$ cat src/rtl/core_pkg.sv
// Shared types for execute-stage branch resolution and the BPU update path.
// Holds the branch condition encoding, the update record layout and the instruction size.
package core_pkg;

    localparam int INSTR_BYTES = 4;
    localparam int BR_XLEN     = 32;

    typedef enum logic [2:0] {
        BR_EQ  = 3'b000,
        BR_NE  = 3'b001,
        BR_LT  = 3'b100,
        BR_GE  = 3'b101,
        BR_LTU = 3'b110,
        BR_GEU = 3'b111
    } br_funct3_e;

    typedef struct packed {
        logic [BR_XLEN-1:0] pc;
        logic               taken;
        logic [BR_XLEN-1:0] target;
        logic               mispredict;
        logic               is_jump;
    } bpu_update_t;

endpackage

$ cat src/rtl/bpu_upd_fifo.sv
// First-word-fall-through FIFO of BPU update records.
// Latency: a pushed record is visible at the head on the next cycle.
// Backpressure: push is taken when not full, or when full and popping in the same cycle.
module bpu_upd_fifo
    import core_pkg::*;
#(
    parameter int DEPTH = 2
) (
    input  logic        clk,
    input  logic        rst_n,
    input  logic        push_vld,
    input  bpu_update_t push_dat,
    input  logic        pop,
    output bpu_update_t head_dat,
    output logic        full,
    output logic        empty
);

    localparam int AW = $clog2(DEPTH);
    localparam logic [AW:0] PTR_ONE = (AW+1)'(1);

    logic [AW:0] wr_ptr_q, wr_ptr_d;
    logic [AW:0] rd_ptr_q, rd_ptr_d;
    bpu_update_t mem_q [DEPTH];
    bpu_update_t mem_d [DEPTH];
    logic push_en;
    logic pop_en;

    assign empty    = (wr_ptr_q == rd_ptr_q);
    assign full     = (wr_ptr_q[AW] != rd_ptr_q[AW]) && (wr_ptr_q[AW-1:0] == rd_ptr_q[AW-1:0]);
    assign head_dat = mem_q[rd_ptr_q[AW-1:0]];

    always_comb begin
        pop_en   = pop & ~empty;
        push_en  = push_vld & (~full | pop_en);
        wr_ptr_d = wr_ptr_q;
        rd_ptr_d = rd_ptr_q;
        mem_d    = mem_q;
        if (push_en) begin
            mem_d[wr_ptr_q[AW-1:0]] = push_dat;
            wr_ptr_d = wr_ptr_q + PTR_ONE;
        end
        if (pop_en) begin
            rd_ptr_d = rd_ptr_q + PTR_ONE;
        end
    end

    // Storage is cleared on reset so the head reads as zero while empty.
    always_ff @(posedge clk or negedge rst_n) begin
        if (!rst_n) begin
            wr_ptr_q <= '0;
            rd_ptr_q <= '0;
            for (int i = 0; i < DEPTH; i++) begin
                mem_q[i] <= '0;
            end
        end else begin
            wr_ptr_q <= wr_ptr_d;
            rd_ptr_q <= rd_ptr_d;
            mem_q    <= mem_d;
        end
    end

endmodule

$ cat src/rtl/branch_resolve.sv
// Resolves branches/JAL/JALR in EX against the fetch prediction; redirects and queues BPU updates.
// Latency: redirect, misalign and counters update one cycle after acceptance.
// Backpressure: ex_stall holds EX while the update FIFO is full and the BPU is not ready.
module branch_resolve
    import core_pkg::*;
#(
    parameter int XLEN      = BR_XLEN,
    parameter int UPD_DEPTH = 2,
    parameter int CNT_W     = 32
) (
    input  logic             clk,
    input  logic             rst_n,
    input  logic             ex_valid,
    input  logic             ex_is_branch,
    input  logic             ex_is_jal,
    input  logic             ex_is_jalr,
    input  logic [2:0]       ex_funct3,
    input  logic [XLEN-1:0]  ex_pc,
    input  logic [XLEN-1:0]  ex_imm,
    input  logic [XLEN-1:0]  alu_f,
    input  logic             alu_zero,
    input  logic             pred_taken,
    input  logic [XLEN-1:0]  pred_target,
    output logic             ex_stall,
    output logic             redirect_valid,
    output logic [XLEN-1:0]  redirect_pc,
    output logic             misalign_excp,
    output logic             upd_valid,
    input  logic             upd_ready,
    output logic [XLEN-1:0]  upd_pc,
    output logic             upd_taken,
    output logic [XLEN-1:0]  upd_target,
    output logic             upd_mispredict,
    output logic             upd_is_jump,
    output logic [CNT_W-1:0] cnt_branches,
    output logic [CNT_W-1:0] cnt_mispred
);

    localparam logic [CNT_W-1:0] CNT_ONE = CNT_W'(1);

    logic             kill_q, kill_d;
    logic             redirect_q, redirect_d;
    logic [XLEN-1:0]  redirect_pc_q, redirect_pc_d;
    logic             misalign_q, misalign_d;
    logic [CNT_W-1:0] cnt_br_q, cnt_br_d;
    logic [CNT_W-1:0] cnt_mp_q, cnt_mp_d;

    logic             ctrl, is_jump, taken, mispred, misalign, accept, push, pop;
    logic             full, empty;
    logic [XLEN-1:0]  target;
    bpu_update_t      push_dat, head_dat;

    always_comb begin
        ctrl    = ex_valid & (ex_is_branch | ex_is_jal | ex_is_jalr) & ~kill_q;
        is_jump = ex_is_jalr | ex_is_jal;
        taken   = 1'b0;
        target  = ex_pc + XLEN'(INSTR_BYTES);
        if (ex_is_jalr) begin
            taken  = 1'b1;
            target = {alu_f[XLEN-1:1], 1'b0};
        end else if (ex_is_jal) begin
            taken  = 1'b1;
            target = ex_pc + ex_imm;
        end else begin
            case (br_funct3_e'(ex_funct3))
                BR_EQ:         taken = alu_zero;
                BR_NE:         taken = ~alu_zero;
                BR_LT, BR_LTU: taken = alu_f[0];
                BR_GE, BR_GEU: taken = ~alu_f[0];
                default:       taken = 1'b0;
            endcase
            if (taken) begin
                target = ex_pc + ex_imm;
            end
        end
        mispred  = (taken != pred_taken) | (taken & (target != pred_target));
        misalign = taken & target[1];

        ex_stall = ctrl & full & ~upd_ready;
        accept   = ctrl & ~ex_stall;
        push     = accept & ~misalign;
        pop      = ~empty & upd_ready;

        push_dat = '{pc: ex_pc, taken: taken, target: target,
                     mispredict: mispred, is_jump: is_jump};

        redirect_d    = accept & mispred & ~misalign;
        redirect_pc_d = redirect_d ? target : '0;
        misalign_d    = accept & misalign;
        // The instruction behind a redirect is wrong-path for exactly one cycle.
        kill_d        = redirect_d;

        cnt_br_d = cnt_br_q;
        cnt_mp_d = cnt_mp_q;
        if (accept && !(&cnt_br_q)) begin
            cnt_br_d = cnt_br_q + CNT_ONE;
        end
        if (redirect_d && !(&cnt_mp_q)) begin
            cnt_mp_d = cnt_mp_q + CNT_ONE;
        end
    end

    always_ff @(posedge clk or negedge rst_n) begin
        if (!rst_n) begin
            kill_q        <= 1'b0;
            redirect_q    <= 1'b0;
            redirect_pc_q <= '0;
            misalign_q    <= 1'b0;
            cnt_br_q      <= '0;
            cnt_mp_q      <= '0;
        end else begin
            kill_q        <= kill_d;
            redirect_q    <= redirect_d;
            redirect_pc_q <= redirect_pc_d;
            misalign_q    <= misalign_d;
            cnt_br_q      <= cnt_br_d;
            cnt_mp_q      <= cnt_mp_d;
        end
    end

    bpu_upd_fifo #(
        .DEPTH (UPD_DEPTH)
    ) u_upd_fifo (
        .clk      (clk),
        .rst_n    (rst_n),
        .push_vld (push),
        .push_dat (push_dat),
        .pop      (pop),
        .head_dat (head_dat),
        .full     (full),
        .empty    (empty)
    );

    assign redirect_valid = redirect_q;
    assign redirect_pc    = redirect_pc_q;
    assign misalign_excp  = misalign_q;
    assign cnt_branches   = cnt_br_q;
    assign cnt_mispred    = cnt_mp_q;
    assign upd_valid      = ~empty;
    assign upd_pc         = head_dat.pc;
    assign upd_taken      = head_dat.taken;
    assign upd_target     = head_dat.target;
    assign upd_mispredict = head_dat.mispredict;
    assign upd_is_jump    = head_dat.is_jump;

endmodule
$ cat config.mk
export PLATFORM = sky130hd
export DESIGN_NAME = branch_resolve
export DESIGN_NICKNAME = d
export VERILOG_FILES = /design/src/rtl/core_pkg.sv /design/src/rtl/bpu_upd_fifo.sv /design/src/rtl/branch_resolve.sv
export SDC_FILE = /design/constraint.sdc
export NUM_CORES = 1
export LEC_CHECK = 0
export CAP_MARGIN = 30
export CORE_MARGIN = 5
export CORE_UTILIZATION = 49
export DETAILED_ROUTE_END_ITERATION = 8
export PLACE_DENSITY = 0.77
export SYNTH_ARGS = -nofsm -noshare
export SYNTH_HDL_FRONTEND = slang
export SYNTH_SLANG_ARGS = --single-unit
$ cat constraint.sdc
create_clock -name clk -period 3.08 [get_ports clk]
set_clock_uncertainty 0.1 [all_clocks]
set_input_delay 0.616 -clock clk [delete_from_list [all_inputs] [get_ports clk]]
set_output_delay 0.616 -clock clk [all_outputs]
set_load 0.01 [all_outputs]
==> PnR_summary.wiki <==
{| class="wikitable"
! Metric !! Value
|-
| Result of the run || complete, but fails checks
|-
| Violated checks || setup timing
|-
| Worst Path Arrival || 4110 ps
|-
| Worst hold margin || 282 ps
|-
| # setup viols final || 67
|-
| Worst Setup Path Type || input port to flip-flop
|-
| Total count of max-transition violations in the final report || 0
|-
| Worst min-delay path category || input port to flip-flop
|-
| Grt peak-use layer || met2
|-
| Area occupied by multi-input gates || 0.00879 mm2
|-
| Post-synth net total || 1,782
|-
| Total power consumption of the routed design || 0.0149 W
|-
| Capture point of the worst reg-to-reg path || cnt_mispred[1]
|-
| Number of global-route vias before repair || 15,200
|-
| Post-DR wirelength/cell || 21.9 um
|-
| Commonest cells after routing, fill and taps aside || 349 x sky130_fd_sc_hd__buf_4, 266 x sky130_fd_sc_hd__nand2_1, 249 x sky130_fd_sc_hd__clkdlybuf4s50_1
|-
| Hold endpoint || u_upd_fifo.mem_q[102]
|-
| Final Hold Viols || 0
|-
| Clk root buf || sky130_fd_sc_hd__clkbuf_16
|-
| Placed standard-cell area || 0.0205 mm2
|-
| Average size of a mapped cell || 8.94 um2
|-
| Final net count || 2,407
|-
| Final standard cell area without fillers || 0.0224 mm2
|-
| Overall die width || 181 um
|-
| Top flip-flop cell by instance count after synthesis || sky130_fd_sc_hd__dfrtp_1
|-
| Number of sinks on the clock net || 236
|-
| Layout overhead on the synthesized area || 55.7%
|-
| Fin crit share || 123%
|-
| CORE AREA || 0.0289 mm2
|-
| R2R Setup Slk || -160 ps
|-
| Boundary Pins || 307
|-
| Startpoint of the worst setup timing path || ex_pc[10]
|-
| Count of maximum capacitance violations || 0
|-
| Post-Syn Area || 0.0144 mm2
|-
| Last weighted congestion value of the routability-driven placer || 0.980
|-
| Seq. cell area || 0.00591 mm2
|-
| Number of antenna violations at the first check in global routing || 6
|-
| Setup repair after global routing missed its margin || yes
|-
| Post-synth ARST share || 100%
|-
| Count of non-filler cells in the finished layout || 2,642
|-
| Number of fillers in the final layout || 2,031
|-
| Number of synthesized flops with an enable pin || 0
|-
| Warnings, synthesis || 0
|-
| Die Y-Extent || 181 um
|-
| Grt ovf || 0
|-
| Iteration-0 DRC Markers || 1,474
|-
| Most common cell after layout, fill and taps aside || sky130_fd_sc_hd__buf_4
|-
| Hold path startpoint || ex_pc[0]
|-
| First-pass iteration count of the detailed router || 6
|-
| Clock-pin transition on the worst setup and hold timing paths || 60 ps
|-
| Cells on worst reg2reg path || 11
|-
| Met3 demand-to-capacity share in global routing || 4.26%
|-
| Placed Cells || 2,556
|-
| Skew-Pair Late Insertion Delay || 550 ps
|-
| Slack of the critical path || -695 ps
|-
| Number of levels in the clock H-tree || 1
|-
| Per-cell via count in the routed design || 5.80
|-
| Starting density of the core || 49.8%
|-
| DR DRC count || 0
|-
| Worst setup slack before clock tree synthesis || -1830 ps
|-
| Count of cells along the worst hold path || 4
|-
| Port buffer count || 306
|-
| Max Freq || 265 MHz
|-
| Routed Wire Length || 57,700 um
|-
| Critical path fanouts, max || 8
|-
| Maximum clock path buffer count || 3
|-
| Critical Path RT || 3410 ps
|-
| Number of instances in the synthesized netlist || 1,607
|-
| Number of flip-flops and latches in the synthesized netlist || 236
|-
| Overall track demand over capacity in global routing || 33.0%
|-
| Vias after detailed routing || 15,300
|-
| Clock tree from TritonCTS || done
|-
| Worst-margin pin slew || 553 ps
|-
| Reg2reg start || cnt_mispred[0]
|-
| # rows || 62
|-
| Global-route met2 utilization || 54.8%
|-
| Time the worst path needs with I/O delays and setup || 3770 ps
|-
| Leakage component of the power || 10.1 nW
|-
| Layout cell share with drive strength beyond 1 || 29.5%
|-
| Global-route wire length before repair || 86,400 um
|-
| Die area || 0.0328 mm2
|-
| Remaining number of nets flagged by the antenna check after routing || 0
|-
| Post-DP HPWL || 43,600 um
|-
| Element type at the critical path end || flip-flop
|-
| Met1 Track Usage GR || 44.1%
|-
| Crit path launch type || input port
|-
| Headroom to the max-slew limit || 62.7%
|-
| CTS buffer count || 26
|-
| Worst vdd rail ir drop || 0.000554 V
|-
| Share of synthesized area occupied by flip-flops and latches || 41.1%
|-
| Power density over cell area || 665 mW/mm2
|-
| Largest net degree at the start of global routing || 74
|-
| Count of different cell masters after synthesis || 79
|}
synthesized netlist by cell type, types with 6 or more instances:
master,count,area (um2)
sky130_fd_sc_hd__a211oi_1,9,67.6
sky130_fd_sc_hd__a21o_1,12,90.1
sky130_fd_sc_hd__a21oi_1,62,310
sky130_fd_sc_hd__a31oi_1,7,43.8
sky130_fd_sc_hd__and2_1,7,43.8
sky130_fd_sc_hd__and3_1,37,231
sky130_fd_sc_hd__buf_1,8,30.0
sky130_fd_sc_hd__buf_2,9,45.0
sky130_fd_sc_hd__clkbuf_1,73,274
sky130_fd_sc_hd__dfrtp_1,236,5910
sky130_fd_sc_hd__ha_1,34,425
sky130_fd_sc_hd__inv_1,24,90.1
sky130_fd_sc_hd__mux2_2,105,1180
sky130_fd_sc_hd__mux2i_1,14,140
sky130_fd_sc_hd__nand2_1,271,1020
sky130_fd_sc_hd__nand2b_1,9,56.3
sky130_fd_sc_hd__nand3_1,59,295
sky130_fd_sc_hd__nand4_1,49,307
sky130_fd_sc_hd__nor2_1,123,462
sky130_fd_sc_hd__nor3_1,31,155
sky130_fd_sc_hd__nor4_1,17,106
sky130_fd_sc_hd__o211ai_1,8,60.1
sky130_fd_sc_hd__o21a_1,10,75.1
sky130_fd_sc_hd__o21ai_0,115,576
sky130_fd_sc_hd__o22ai_1,8,50.1
sky130_fd_sc_hd__o31ai_1,6,45.0
sky130_fd_sc_hd__or2_2,6,37.5
sky130_fd_sc_hd__or3_1,16,100
sky130_fd_sc_hd__xnor2_1,93,815
sky130_fd_sc_hd__xor2_1,37,324
worst max-delay path, stage by stage:
cell,delay [ps]
sky130_fd_sc_hd__dlygate4sd2_1,280
sky130_fd_sc_hd__buf_4,170
sky130_fd_sc_hd__ha_4,260
sky130_fd_sc_hd__a21oi_2,140
sky130_fd_sc_hd__o21bai_1,90
sky130_fd_sc_hd__a221oi_2,320
sky130_fd_sc_hd__buf_4,200
sky130_fd_sc_hd__nand2_1,90
sky130_fd_sc_hd__xnor2_2,190
sky130_fd_sc_hd__o31a_1,280
sky130_fd_sc_hd__or4_4,550
sky130_fd_sc_hd__nor4_4,180
sky130_fd_sc_hd__nand4_2,140
sky130_fd_sc_hd__buf_6,180
sky130_fd_sc_hd__nor4b_4,130
sky130_fd_sc_hd__mux2_4,300
final cells by class:
| class | instances | area share [%] |
|---|---|---|
| repair buffers | 688 | 27.7 |
| diodes | 6 | 0.0671 |
| inverters | 25 | 0.420 |
| clock buffers | 36 | 3.30 |
| multi-input cells | 1255 | 39.3 |
| flip-flops and latches | 236 | 26.4 |
| clock inverters | 12 | 0.671 |
| well taps | 384 | 2.15 |
what timing repair did:
action                                  in CTS  in global routing
setup buffers                               18                  9
pin swaps                                   52                 47
gates resized for setup                    156                 80
hold endpoints to repair                    59                  0
gates cloned                                 2                  3
endpoints found under the setup margin     204                163
hold buffers                                 1                  0
power by group:
group / switching [W] / internal, W
registers: 0.000602 / 0.00409
logic: 0.00327 / 0.00367
clock network: 0.00131 / 0.00193
total: 0.00518 / 0.00969
registers in the layout, indices dropped and copies added (netlist names):
register and count:
u_upd_fifo.wr_ptr_q 2, cnt_branches 32, misalign_excp 1, redirect_valid 1, u_upd_fifo.mem_q 134, redirect_pc 32, u_upd_fifo.rd_ptr_q 2, cnt_mispred 32
per-layer routing:
metal  share of wire, %  wire length [um]
met1                 40             23300
met2                 48             27600
met3                7.2              4130
met4                4.8              2760
met5                  0                 0
metrics by stage:
step                      util (%)  TNS (ps)
after global routing          77.5    -50800
final                         77.5    -40770
after global placement        71.0   -216470
after detailed placement      71.0   -230670
after CTS                     76.1    -47100
after floorplan                  -    -55090
worst max-delay path by stage:
stage,depth (start not counted),to
after floorplan,14,cnt_mispred[30]
after global placement,15,cnt_mispred[30]
after global routing,17,cnt_mispred[30]
final,16,cnt_mispred[30]
after CTS,15,cnt_mispred[30]
after detailed placement,15,cnt_mispred[30]
cell families (layout without fill, tap and decap cells):
kind of cell	count (synthesis)	after routing	synth area share [%]
other	0	6	0
multiplexers	120	120	9.31
adder cells (fa/ha/maj)	35	35	3.10
AND/OR/NAND/NOR	659	659	21.6
buffers and inverters	116	761	3.12
flip-flops	236	236	41.1
AO/OA/AOI/OAI	311	311	13.8
XOR/XNOR	130	130	7.92
Power figures use the tool's default switching activity.
